## config.mk

```make
export PLATFORM = sky130hd
export DESIGN_NAME = hop_chain_param
export DESIGN_NICKNAME = d
export VERILOG_FILES = /design/src/rtl/hop_chain_param.sv
export SDC_FILE = /design/constraint.sdc
export NUM_CORES = 1
export LEC_CHECK = 0
export CAP_MARGIN = 20
export CORE_MARGIN = 2
export CORE_UTILIZATION = 50
export DETAILED_ROUTE_END_ITERATION = 12
export GPL_ROUTABILITY_DRIVEN = 0
export PLACE_DENSITY_LB_ADDON = 0.12
export SLEW_MARGIN = 25
export SYNTH_ARGS = -nofsm -noshare
export SYNTH_HDL_FRONTEND = slang
export SYNTH_SLANG_ARGS = --single-unit
```

## constraint.sdc

```tcl
create_clock -name clock0 -period 6.4 [get_ports clock0]
set_clock_uncertainty 0.1 [all_clocks]
set_input_delay 0.96 -clock clock0 [delete_from_list [all_inputs] [get_ports clock0]]
set_output_delay 0.96 -clock clock0 [all_outputs]
set_load 0.02 [all_outputs]
```

## src/rtl/hop_chain_param.sv

```systemverilog
// hop_chain_param: a DEPTH-stage shift chain with per-stage valid and tag
// bits, per-stage synchronous clear, a valid-count output and a probe FSM.
// The probe tags one beat and measures how many edges it takes to reach
// the last stage, with stalled edges included.
module hop_chain_param #(
  parameter int WIDTH = 1,
  parameter int DEPTH = 7,
  parameter int CNT_W = 8
) (
  input  logic                           clock0,
  input  logic                           rst,
  input  logic [WIDTH-1:0]               din,
  input  logic                           din_valid,
  input  logic                           advance,
  input  logic [DEPTH-1:0]               stage_clr,
  input  logic                           probe_arm,
  output logic [WIDTH-1:0]               dout,
  output logic                           dout_valid,
  output logic [$clog2(DEPTH+1)-1:0]     occupancy,
  output logic                           probe_busy,
  output logic                           probe_done,
  output logic [CNT_W-1:0]               probe_latency,
  output logic                           probe_lost
);

  localparam int OCC_W = $clog2(DEPTH + 1);
  localparam logic [CNT_W-1:0] CNT_MAX = {CNT_W{1'b1}};
  localparam logic [CNT_W-1:0] CNT_ONE = CNT_W'(1);

  typedef enum logic [1:0] {
    IDLE  = 2'd0,
    ARMED = 2'd1,
    MEAS  = 2'd2,
    DONE  = 2'd3
  } probe_state_t;

  // Chain storage
  logic [WIDTH-1:0] data_reg  [DEPTH];
  logic [WIDTH-1:0] data_next [DEPTH];
  logic [DEPTH-1:0] valid_reg;
  logic [DEPTH-1:0] valid_next;
  logic [DEPTH-1:0] tag_reg;
  logic [DEPTH-1:0] tag_next;

  // Probe state
  probe_state_t     state_reg;
  probe_state_t     state_next;
  logic [CNT_W-1:0] cnt_reg;
  logic [CNT_W-1:0] cnt_next;
  logic [CNT_W-1:0] lat_reg;
  logic [CNT_W-1:0] lat_next;
  logic             lost_reg;
  logic             lost_next;

  // FSM-to-chain controls
  logic capture;     // tag the beat entering stage 0 on this edge
  logic tags_flush;  // drop any stale tag so a fresh arm starts with none

  // Tag events observed from the current register contents
  logic tag_hit;       // the stage holding the tag is being cleared
  logic tag_dest_hit;  // the tag is moving into a stage being cleared
  logic tag_arrive;    // the tag is moving into the last stage

  function automatic logic [CNT_W-1:0] sat_inc(input logic [CNT_W-1:0] v);
    return (v == CNT_MAX) ? v : v + CNT_ONE;
  endfunction

  assign tag_hit      = |(tag_reg & stage_clr);
  assign tag_dest_hit = advance & (|(tag_reg[DEPTH-2:0] & stage_clr[DEPTH-1:1]));
  assign tag_arrive   = advance & tag_reg[DEPTH-2];

  // Probe FSM next-state, counter and result logic
  always_comb begin
    state_next = state_reg;
    cnt_next   = cnt_reg;
    lat_next   = lat_reg;
    lost_next  = lost_reg;
    capture    = 1'b0;
    tags_flush = 1'b0;
    case (state_reg)
      IDLE, DONE: begin
        if (probe_arm) begin
          state_next = ARMED;
          lat_next   = '0;
          lost_next  = 1'b0;
          tags_flush = 1'b1;
        end
      end
      ARMED: begin
        if (advance && din_valid) begin
          capture  = 1'b1;
          cnt_next = CNT_ONE;
          if (stage_clr[0]) begin
            // The tagged beat is wiped on the very edge it enters.
            state_next = DONE;
            lost_next  = 1'b1;
            lat_next   = '0;
          end else begin
            state_next = MEAS;
          end
        end
      end
      MEAS: begin
        cnt_next = sat_inc(cnt_reg);
        if (tag_hit || tag_dest_hit) begin
          // A clear reaching the tag beats a simultaneous arrival.
          state_next = DONE;
          lost_next  = 1'b1;
          lat_next   = '0;
        end else if (tag_arrive) begin
          state_next = DONE;
          lat_next   = sat_inc(cnt_reg);
        end
      end
      default: state_next = IDLE;
    endcase
  end

  // Chain next-state: shift or hold, then tag flush, then per-stage clear
  always_comb begin
    for (int i = 0; i < DEPTH; i++) begin
      data_next[i] = data_reg[i];
    end
    valid_next = valid_reg;
    tag_next   = tag_reg;
    if (advance) begin
      data_next[0] = din;
      valid_next[0] = din_valid;
      tag_next[0]   = capture;
      for (int i = 1; i < DEPTH; i++) begin
        // Stage i takes the pre-clear contents of stage i-1.
        data_next[i]  = data_reg[i-1];
        valid_next[i] = valid_reg[i-1];
        tag_next[i]   = tag_reg[i-1];
      end
    end
    if (tags_flush) begin
      tag_next = '0;
    end
    for (int i = 0; i < DEPTH; i++) begin
      if (stage_clr[i]) begin
        data_next[i]  = '0;
        valid_next[i] = 1'b0;
        tag_next[i]   = 1'b0;
      end
    end
  end

  // State registers for chain and probe, reset overrides everything
  always_ff @(posedge clock0) begin
    if (rst) begin
      for (int i = 0; i < DEPTH; i++) begin
        data_reg[i] <= '0;
      end
      valid_reg <= '0;
      tag_reg   <= '0;
      state_reg <= IDLE;
      cnt_reg   <= '0;
      lat_reg   <= '0;
      lost_reg  <= 1'b0;
    end else begin
      for (int i = 0; i < DEPTH; i++) begin
        data_reg[i] <= data_next[i];
      end
      valid_reg <= valid_next;
      tag_reg   <= tag_next;
      state_reg <= state_next;
      cnt_reg   <= cnt_next;
      lat_reg   <= lat_next;
      lost_reg  <= lost_next;
    end
  end

  // Occupancy as a prefix sum over the valid bits
  logic [OCC_W-1:0] occ_sum [DEPTH+1];
  assign occ_sum[0] = '0;
  for (genvar gi = 0; gi < DEPTH; gi++) begin : g_occ
    assign occ_sum[gi+1] = occ_sum[gi] + OCC_W'(valid_reg[gi]);
  end

  assign occupancy     = occ_sum[DEPTH];
  assign dout          = data_reg[DEPTH-1];
  assign dout_valid    = valid_reg[DEPTH-1];
  assign probe_busy    = (state_reg == ARMED) || (state_reg == MEAS);
  assign probe_done    = (state_reg == DONE);
  assign probe_latency = lat_reg;
  assign probe_lost    = lost_reg;

endmodule

```

Word-level counts from Yosys, hierarchy flattened
Memories as Yosys holds them, arrays and structs flattened.
Index checks and enable logic that the tools add are counted.

storage, ports and cells
  bits of input ports = 13
  output and inout bits = 16
  memory bits (writable) = 7
  memories kept = 1
  word-level logic and storage cells = 114
  register bits after elaboration = 33

operators by class
  $add $sub $neg = 7
  reduce and logical (&&, ||, !) cells = 26
  bitwise gates (word level) = 11
  mux-type cells = 42
  equality and inequality tests = 9

memories
  memory    depth  bits a word  read ports  clocked after Yosys merged registers in  wr ports  RTL line  text
  data_reg  7      1            7           0                                        7         38        logic [WIDTH-1:0] data_reg [DEPTH];

operators by type and width
  cell                                          number
  two-way mux 8 bit                             7
  two-way mux 1 bit                             26
  one-hot mux 8 bit (3 select lines)            1
  OR reduction 3 bit                            7
  one-hot mux 8 bit (2 select lines)            1
  OR reduction 2 bit                            8
  adder 3 x 1 -> 3 bit                          4
  adder 8 x 1 -> 8 bit (second input constant)  1
  == test 8 bit (second input constant)         1
  two-way mux 2 bit                             4
  != test 2 bit (second input constant)         4
  AND reduction 4 bit                           2
  AND 7 bit                                     1
  two-way mux 7 bit                             1
  OR 1 bit                                      7
  OR reduction 7 bit                            1
  AND 6 bit                                     1
  one-hot mux 2 bit (3 select lines)            1
  OR reduction 6 bit                            1
  == test 2 bit (second input constant)         2
  adder 2 x 1 -> 3 bit                          1
  != test 3 bit (second input constant)         1
  one-hot mux 1 bit (3 select lines)            1
  AND reduction 3 bit                           1
  other kinds (8)                               10

Depth between registers and ports, before layout
Gate-level depths: netlist of the first run.

  depth in word-level cells = 6
  depth in mapped cells = 9
  gate-level depth less buffers = 8

Least setup slack after synthesis of the first run
OpenSTA, ideal clock, no wires.

  path type = reg-to-output
  from = register valid_reg[1]
  to = output occupancy[1]
  arrival = 2373 ps
  buffers on the path = 1
  slack = 2967 ps
  stages on the path, launching flop included = 10
  required time = 5340 ps
  cell sequence = dfxtp_1 fa_1 inv_1 fa_1 inv_1 fa_1 inv_1 fa_1 inv_1 buf_4

RTL lines
  element                 RTL line  text
  from (decl)             40        logic [DEPTH-1:0] valid_reg;
  from (signal assigned)  165       valid_reg <= valid_next;
  to (decl)               19        output logic [$clog2(DEPTH+1)-1:0] occupancy,

Worst setup path after layout of the first run
  from = register valid_reg[1]
  to = output occupancy[1]

on the way
  longest elaborated chain between the ends = 6

RTL lines
  element                             RTL line  text
  adder 1 x 1 -> 2 bit                178       assign occ_sum[gi+1] = occ_sum[gi] + OCC_W'(valid_reg[gi]);
  adder 2 x 1 -> 3 bit                178
  adder 3 x 1 -> 3 bit (4 in series)  178

No other way between the ends.

==> results of run 1 <==
## how the worst max path moves through the flow
stage / cells after the start / endpoint / from
final: 9 / occupancy[1] / valid_reg[1]$_SDFFE_PP0P_
after global routing: 9 / occupancy[1] / valid_reg[1]$_SDFFE_PP0P_
after CTS: 9 / occupancy[1] / valid_reg[1]$_SDFFE_PP0P_
after floorplan: 9 / occupancy[1] / valid_reg[1]$_SDFFE_PP0P_
after detailed placement: 9 / occupancy[1] / valid_reg[1]$_SDFFE_PP0P_
after global placement: 9 / occupancy[1] / valid_reg[1]$_SDFFE_PP0P_
## through the flow
| step | setup slack, ps | total power, µW | instance area [µm²] | instances |
|---|---|---|---|---|
| after global routing | 1980 | 776 | 2380 | 286 |
| after CTS | 2060 | 740 | 2380 | 286 |
| after floorplan | 2970 | 437 | 1960 | 214 |
| after detailed placement | 2430 | 501 | 2250 | 279 |
| final | 2090 | 737 | 2380 | 286 |
| after global placement | 2480 | 493 | 2250 | 279 |
## Yosys cell counts, drive strengths merged, types with 2 or more instances
cell type  instances  area share (%)
a2111oi            2            0.89
a211o              2            0.89
a211oi             2            0.76
a21oi             15             4.4
a22oi              4             1.5
a311oi             4             1.8
buf                6             1.9
clkbuf             7             1.3
dfxtp             40              41
fa                 4             4.1
ha                 4             2.5
inv               13             2.5
mux2i             19             9.7
nand2             10             1.9
nand2b             4             1.3
nand3              9             2.3
nand3b             2            0.76
nor2               9             1.7
nor3              23             5.9
nor4               5             1.6
o21ai              8             2.0
o2bb2ai            7             3.1
xnor2              2            0.89
## per-layer routing
layer | share of wire, % | routed length, µm
met5 | 0 | 0
met4 | 1.9 | 80
met3 | 3.4 | 147
met2 | 46 | 1980
met1 | 48 | 2070
## kinds of logic after synthesis
family / after synthesis / share of synthesized area (%)
xor+xnor: 2 / 0.892
flops: 40 / 40.8
buf+inv: 26 / 5.74
fa+ha+maj: 8 / 6.63
compound gates: 51 / 18.9
mux: 19 / 9.69
simple gates: 68 / 17.3
## power breakdown
group / leakage, µW / switching (µW) / internal, µW
Sequential: 0.000323 / 12.3 / 263
Clock: 0.0000642 / 85.9 / 153
Combinational: 0.000476 / 137 / 86.1
Total: 0.000864 / 235 / 502
## cell type report
class / count / area, µm²
inverters: 13 / 48.8
clock buffers: 5 / 68.8
repair buffers: 30 / 295
fillers: 325 / 1330
flip-flops and latches: 40 / 801
well taps: 48 / 60.1
clock inverters: 2 / 60.1
multi-input cells: 148 / 1050
==> flow_summary.json, run 1 <==
{
  "max_freq_mhz": 232,
  "yosysSeqAreaShare_pct": 40.8,
  "postSynthCellCount": 214,
  "final_nets": 259,
  "drt-vias-per-instance": 5.80,
  "post_cts_buffers": 0,
  "dr_total_vias": 1658,
  "r2r-start": "state_reg[0]$_SDFFE_PP0P_",
  "track_usage_pct": 21.9,
  "root_buffer": "clkbuf_8",
  "fp.coreArea_um2": 3720,
  "hold_ws_ps": 367,
  "grtUsageMet3_pct": 5.07,
  "cts_max_level": 2,
  "grt_max_degree": 35,
  "globalRouteMet1Util_pct": 29.0,
  "wl_per_cell_um": 15.0,
  "hold_buffers": 0,
  "path_class": "register to primary output",
  "grt_pass1_wl_um": 7360,
  "dr.first_iter.drc_count": 99,
  "use_met2_pct": 34.5,
  "worstSetupEndpointType": "primary output",
  "maxCapViolCount": 0,
  "path_buf_inv": 5,
  "ys_types": 39,
  "utilization_pct": 64.1,
  "layout_common_cells": "40 x dfxtp_1, 28 x clkdlybuf4s50_1, 23 x nor3_1, 19 x mux2i_1, 14 x a21oi_1",
  "clk_pin_slew_ps": 80,
  "synth-main-ff-cell": "dfxtp_1",
  "busiest_layer": "met2",
  "ioPinCount": 29,
  "holdPathEnd": "probe_latency[3]$_SDFFE_PP0P_",
  "power.leakage_uw": 0.000864,
  "crit_family": "adder cells",
  "critPathArrivalTime_ps": 3250,
  "cts_tree": "yes",
  "fin_crit_sh_pct": 67.4,
  "antenna_found_initial": 0,
  "antennaDiodeCount": 0,
  "start_util_pct": 52.8,
  "clock_path_buffers": 2,
  "dieArea_um2": 4440,
  "avgSynthCellArea_um2": 9.17,
  "row_count": 22,
  "yosys_warnings": 0,
  "ctsResizeCount": 0,
  "final_common_cell": "dfxtp_1",
  "start_kind": "register",
  "cp_slowest_cell": "clkdlybuf4s50_1",
  "fp.dieW_um": 66.7,
  "reg2reg_depth": 7,
  "drive_above_1_share_pct": 4.62,
  "syn_nets": 235,
  "synthToLayoutAreaGrowth_pct": 21.4,
  "hold_start": "probe_latency[3]$_SDFFE_PP0P_",
  "overflow": 0,
  "power_density_nw_per_um2": 309,
  "setup-tns-final_ps": 0,
  "cp_max_fo": 3,
  "synth_seq_cells": 40,
  "period_minus_slack_ps": 4310,
  "whs_path_depth": 1,
  "vdd_drop_max_mv": 0.249,
  "grt_pass1_vias": 1563,
  "portBuffers": 28,
  "rrSetupSlack_ps": 3970,
  "netlist_area_um2": 1960,
  "hp-class": "register to register",
  "clock_sinks": 40,
  "relSlewSlack_pct": 49.5,
  "finalSetupViolations": 0,
  "rr_endpoint": "probe_latency[6]$_SDFFE_PP0P_",
  "critPathMaxStageDelay_ps": 590,
  "place_hpwl_um": 3010,
  "dr.pass1.iters": 4,
  "ys_async_sr_fraction_pct": 0,
  "die_h_um": 66.7,
  "synth-edff-count": 0,
  "clock_latency_ps": 300,
  "worstMarginPinSlew_ps": 755,
  "cp_cell_sequence": "fa_1 > inv_1 > fa_1 > inv_1 > fa_1 > inv_1 > fa_1 > inv_1 > clkdlybuf4s50_1",
  "routed_wl_um": 4280,
  "drc_errors": 0,
  "antenna_left": 0,
  "status": "complete, no violations",
  "rsz0062_at_grt": "no",
  "required_ps": 5340,
  "slew_violations": 0,
  "finalHoldViolCount": 0,
  "numCtsBuffers": 5
}
(Power assumes the default switching activity.)
==> run 2, diff against run 1 <==
--- a/config.mk
+++ b/config.mk
@@ -7,7 +7,7 @@
 export LEC_CHECK = 0
 export CAP_MARGIN = 20
 export CORE_MARGIN = 2
-export CORE_UTILIZATION = 50
+export CORE_UTILIZATION = 48
 export DETAILED_ROUTE_END_ITERATION = 12
 export GPL_ROUTABILITY_DRIVEN = 0
 export PLACE_DENSITY_LB_ADDON = 0.12
==> constraint.sdc (replaced) <==
create_clock -name clock0 -period 3.85 [get_ports clock0]
set_clock_uncertainty 0.1 [all_clocks]
set_input_delay 0.5775 -clock clock0 [delete_from_list [all_inputs] [get_ports clock0]]
set_output_delay 0.5775 -clock clock0 [all_outputs]
set_load 0.02 [all_outputs]
==> run 2 against run 1 <==
- core utilization down 5.4 points
- first-iteration DRC count up 29%
- sequential share of layout area up 0.72 points
- routed wire length down 5.8%
- critical path type unchanged
- setup slack worse by 1900 ps
- largest power group unchanged
==> flow_summary.json, run 2 (synthesis gave the netlist of run 1 again) <==
{
  "dr_wl_met3_um": 185,
  "final_common_cell": "dfxtp_1",
  "dr.max_layer_used": "met4",
  "clock_sinks": 40,
  "final_nets": 259,
  "grt_pass1_vias": 1483,
  "clock_latency_ps": 290,
  "post_cts_buffers": 0,
  "cts_tree": "yes",
  "numCtsBuffers": 5,
  "cp_max_fo": 3,
  "max_freq_mhz": 277,
  "pre_cts_ws_ps": 256,
  "clk_pin_slew_ps": 70,
  "critPathMaxStageDelay_ps": 540,
  "start_util_pct": 49.4,
  "path_class": "register to primary output",
  "status": "complete, no violations",
  "row_count": 23,
  "worstSetupEndpointType": "primary output",
  "place_hpwl_um": 2810,
  "setup-tns-final_ps": 0,
  "grt_pass1_wl_um": 6850,
  "wl_per_cell_um": 14.0,
  "fp.dieW_um": 68.0,
  "slew_violations": 0,
  "cts_max_level": 2,
  "die_h_um": 68.0,
  "wl_met1_um": 2040,
  "finalHoldViolCount": 0,
  "antennaDiodeCount": 0,
  "portBuffers": 28,
  "layout_common_cells": "40 x dfxtp_1, 27 x clkdlybuf4s50_1, 23 x nor3_1, 19 x mux2i_1, 14 x a21oi_1",
  "worstMarginPinSlew_ps": 749,
  "dr.pass1.iters": 4,
  "fillers": 361,
  "power.leakage_uw": 0.000845,
  "start_kind": "register",
  "critPathArrivalTime_ps": 2940,
  "maxCapViolCount": 0,
  "utilization_pct": 58.8,
  "grt_max_degree": 35,
  "synthToLayoutAreaGrowth_pct": 18.9,
  "drive_above_1_share_pct": 4.20,
  "cp_cell_sequence": "fa_1 > inv_1 > fa_1 > inv_1 > fa_1 > inv_1 > fa_1 > inv_1 > dlygate4sd2_1",
  "clock_path_buffers": 2,
  "root_buffer": "clkbuf_8",
  "worst_slack_ps": 234,
  "relSlewSlack_pct": 49.9,
  "vdd_drop_max_mv": 0.535,
  "cp_slowest_cell": "fa_1",
  "dieArea_um2": 4620,
  "hp-class": "register to register",
  "antenna_left": 0,
  "drc_errors": 0,
  "ioPinCount": 29,
  "drt-vias-per-instance": 5.63,
  "fin_crit_sh_pct": 93.9,
  "fp.coreArea_um2": 3970,
  "track_usage_pct": 19.9,
  "routed-wl-met2_um": 1740,
  "routed_wl_um": 4030,
  "overflow": 0,
  "dr_total_vias": 1620,
  "rsz0062_at_grt": "no",
  "required_ps": 3170,
  "antenna_found_initial": 0,
  "finalSetupViolations": 0,
  "period_minus_slack_ps": 3620,
  "dr.first_iter.drc_count": 128,
  "power_density_nw_per_um2": 464
}
-- run 2: cell count changes in the layout (fill, tap and decap cells not counted), sizes merged --
| cell | previous run | this run |
|---|---|---|
| dlygate4sd2 | 0 | 1 |
| clkinv | 0 | 1 |
| bufinv | 2 | 0 |
| clkdlybuf4s50 | 28 | 27 |
| clkbuf | 5 | 6 |
-- run 2: path summary, 6_finish.rpt --
path                                                    start  slack (ps)                       endpoint  cells past startpoint
worst max-delay path                valid_reg[1]$_SDFFE_PP0P_         230                   occupancy[1]                      9
worst min register to register  probe_latency[5]$_SDFFE_PP0P_         370  probe_latency[5]$_SDFFE_PP0P_                      1
worst min-delay path            probe_latency[5]$_SDFFE_PP0P_         370  probe_latency[5]$_SDFFE_PP0P_                      1
worst max register to register      state_reg[0]$_SDFFE_PP0P_        1490  probe_latency[6]$_SDFFE_PP0P_                      7
-- run 2: repair_timing --
item                                    4_1_cts  5_1_grt
endpoints found under the setup margin        1        0
hold buffers                                  0        0
gates resized for setup                       1        0
-- run 2: area by class of cell --
cell class / count / area [µm²] / area share, %
repair buffers: 30 / 294 / 12.6
clock inverters: 1 / 5.00 / 0.214
clock buffers: 6 / 72.6 / 3.11
flip-flops and latches: 40 / 801 / 34.3
multi-input cells: 148 / 1050 / 45.0
inverters: 13 / 48.8 / 2.09
well taps: 50 / 62.6 / 2.68
-- run 2: metrics by stage --
step / cell area (µm²) / total power [µW] / hold slack, ps / cells
CTS: 2330 / 1090 / 372 / 288
floorplan: 1960 / 726 / 366 / 214
global route: 2330 / 1140 / 385 / 288
global placement: 2260 / 829 / 348 / 281
detailed placement: 2260 / 828 / 346 / 281
finish: 2330 / 1080 / 365 / 288
-- run 2: report_power, final --
group	internal, µW	switching, µW	leakage, µW	total (µW)
Combinational	143	224	0.000481	367
Sequential	437	18.7	0.000323	455
Clock	123	138	0.0000410	261
Total	703	381	0.000845	1080
-- run 2: critical path: cells and delay by family, from the launching register on --
family     cells  cell delay, ps
flops          1             340
fa+ha+maj      4            1770
buf+inv        5             550
-- run 2: metal layers --
metal	up-vias	GRT usage (%)
met5	-	0
met4	0	9.25
met3	8	3.95
met2	33	29.9
met1	751	27.5
li1	828	-
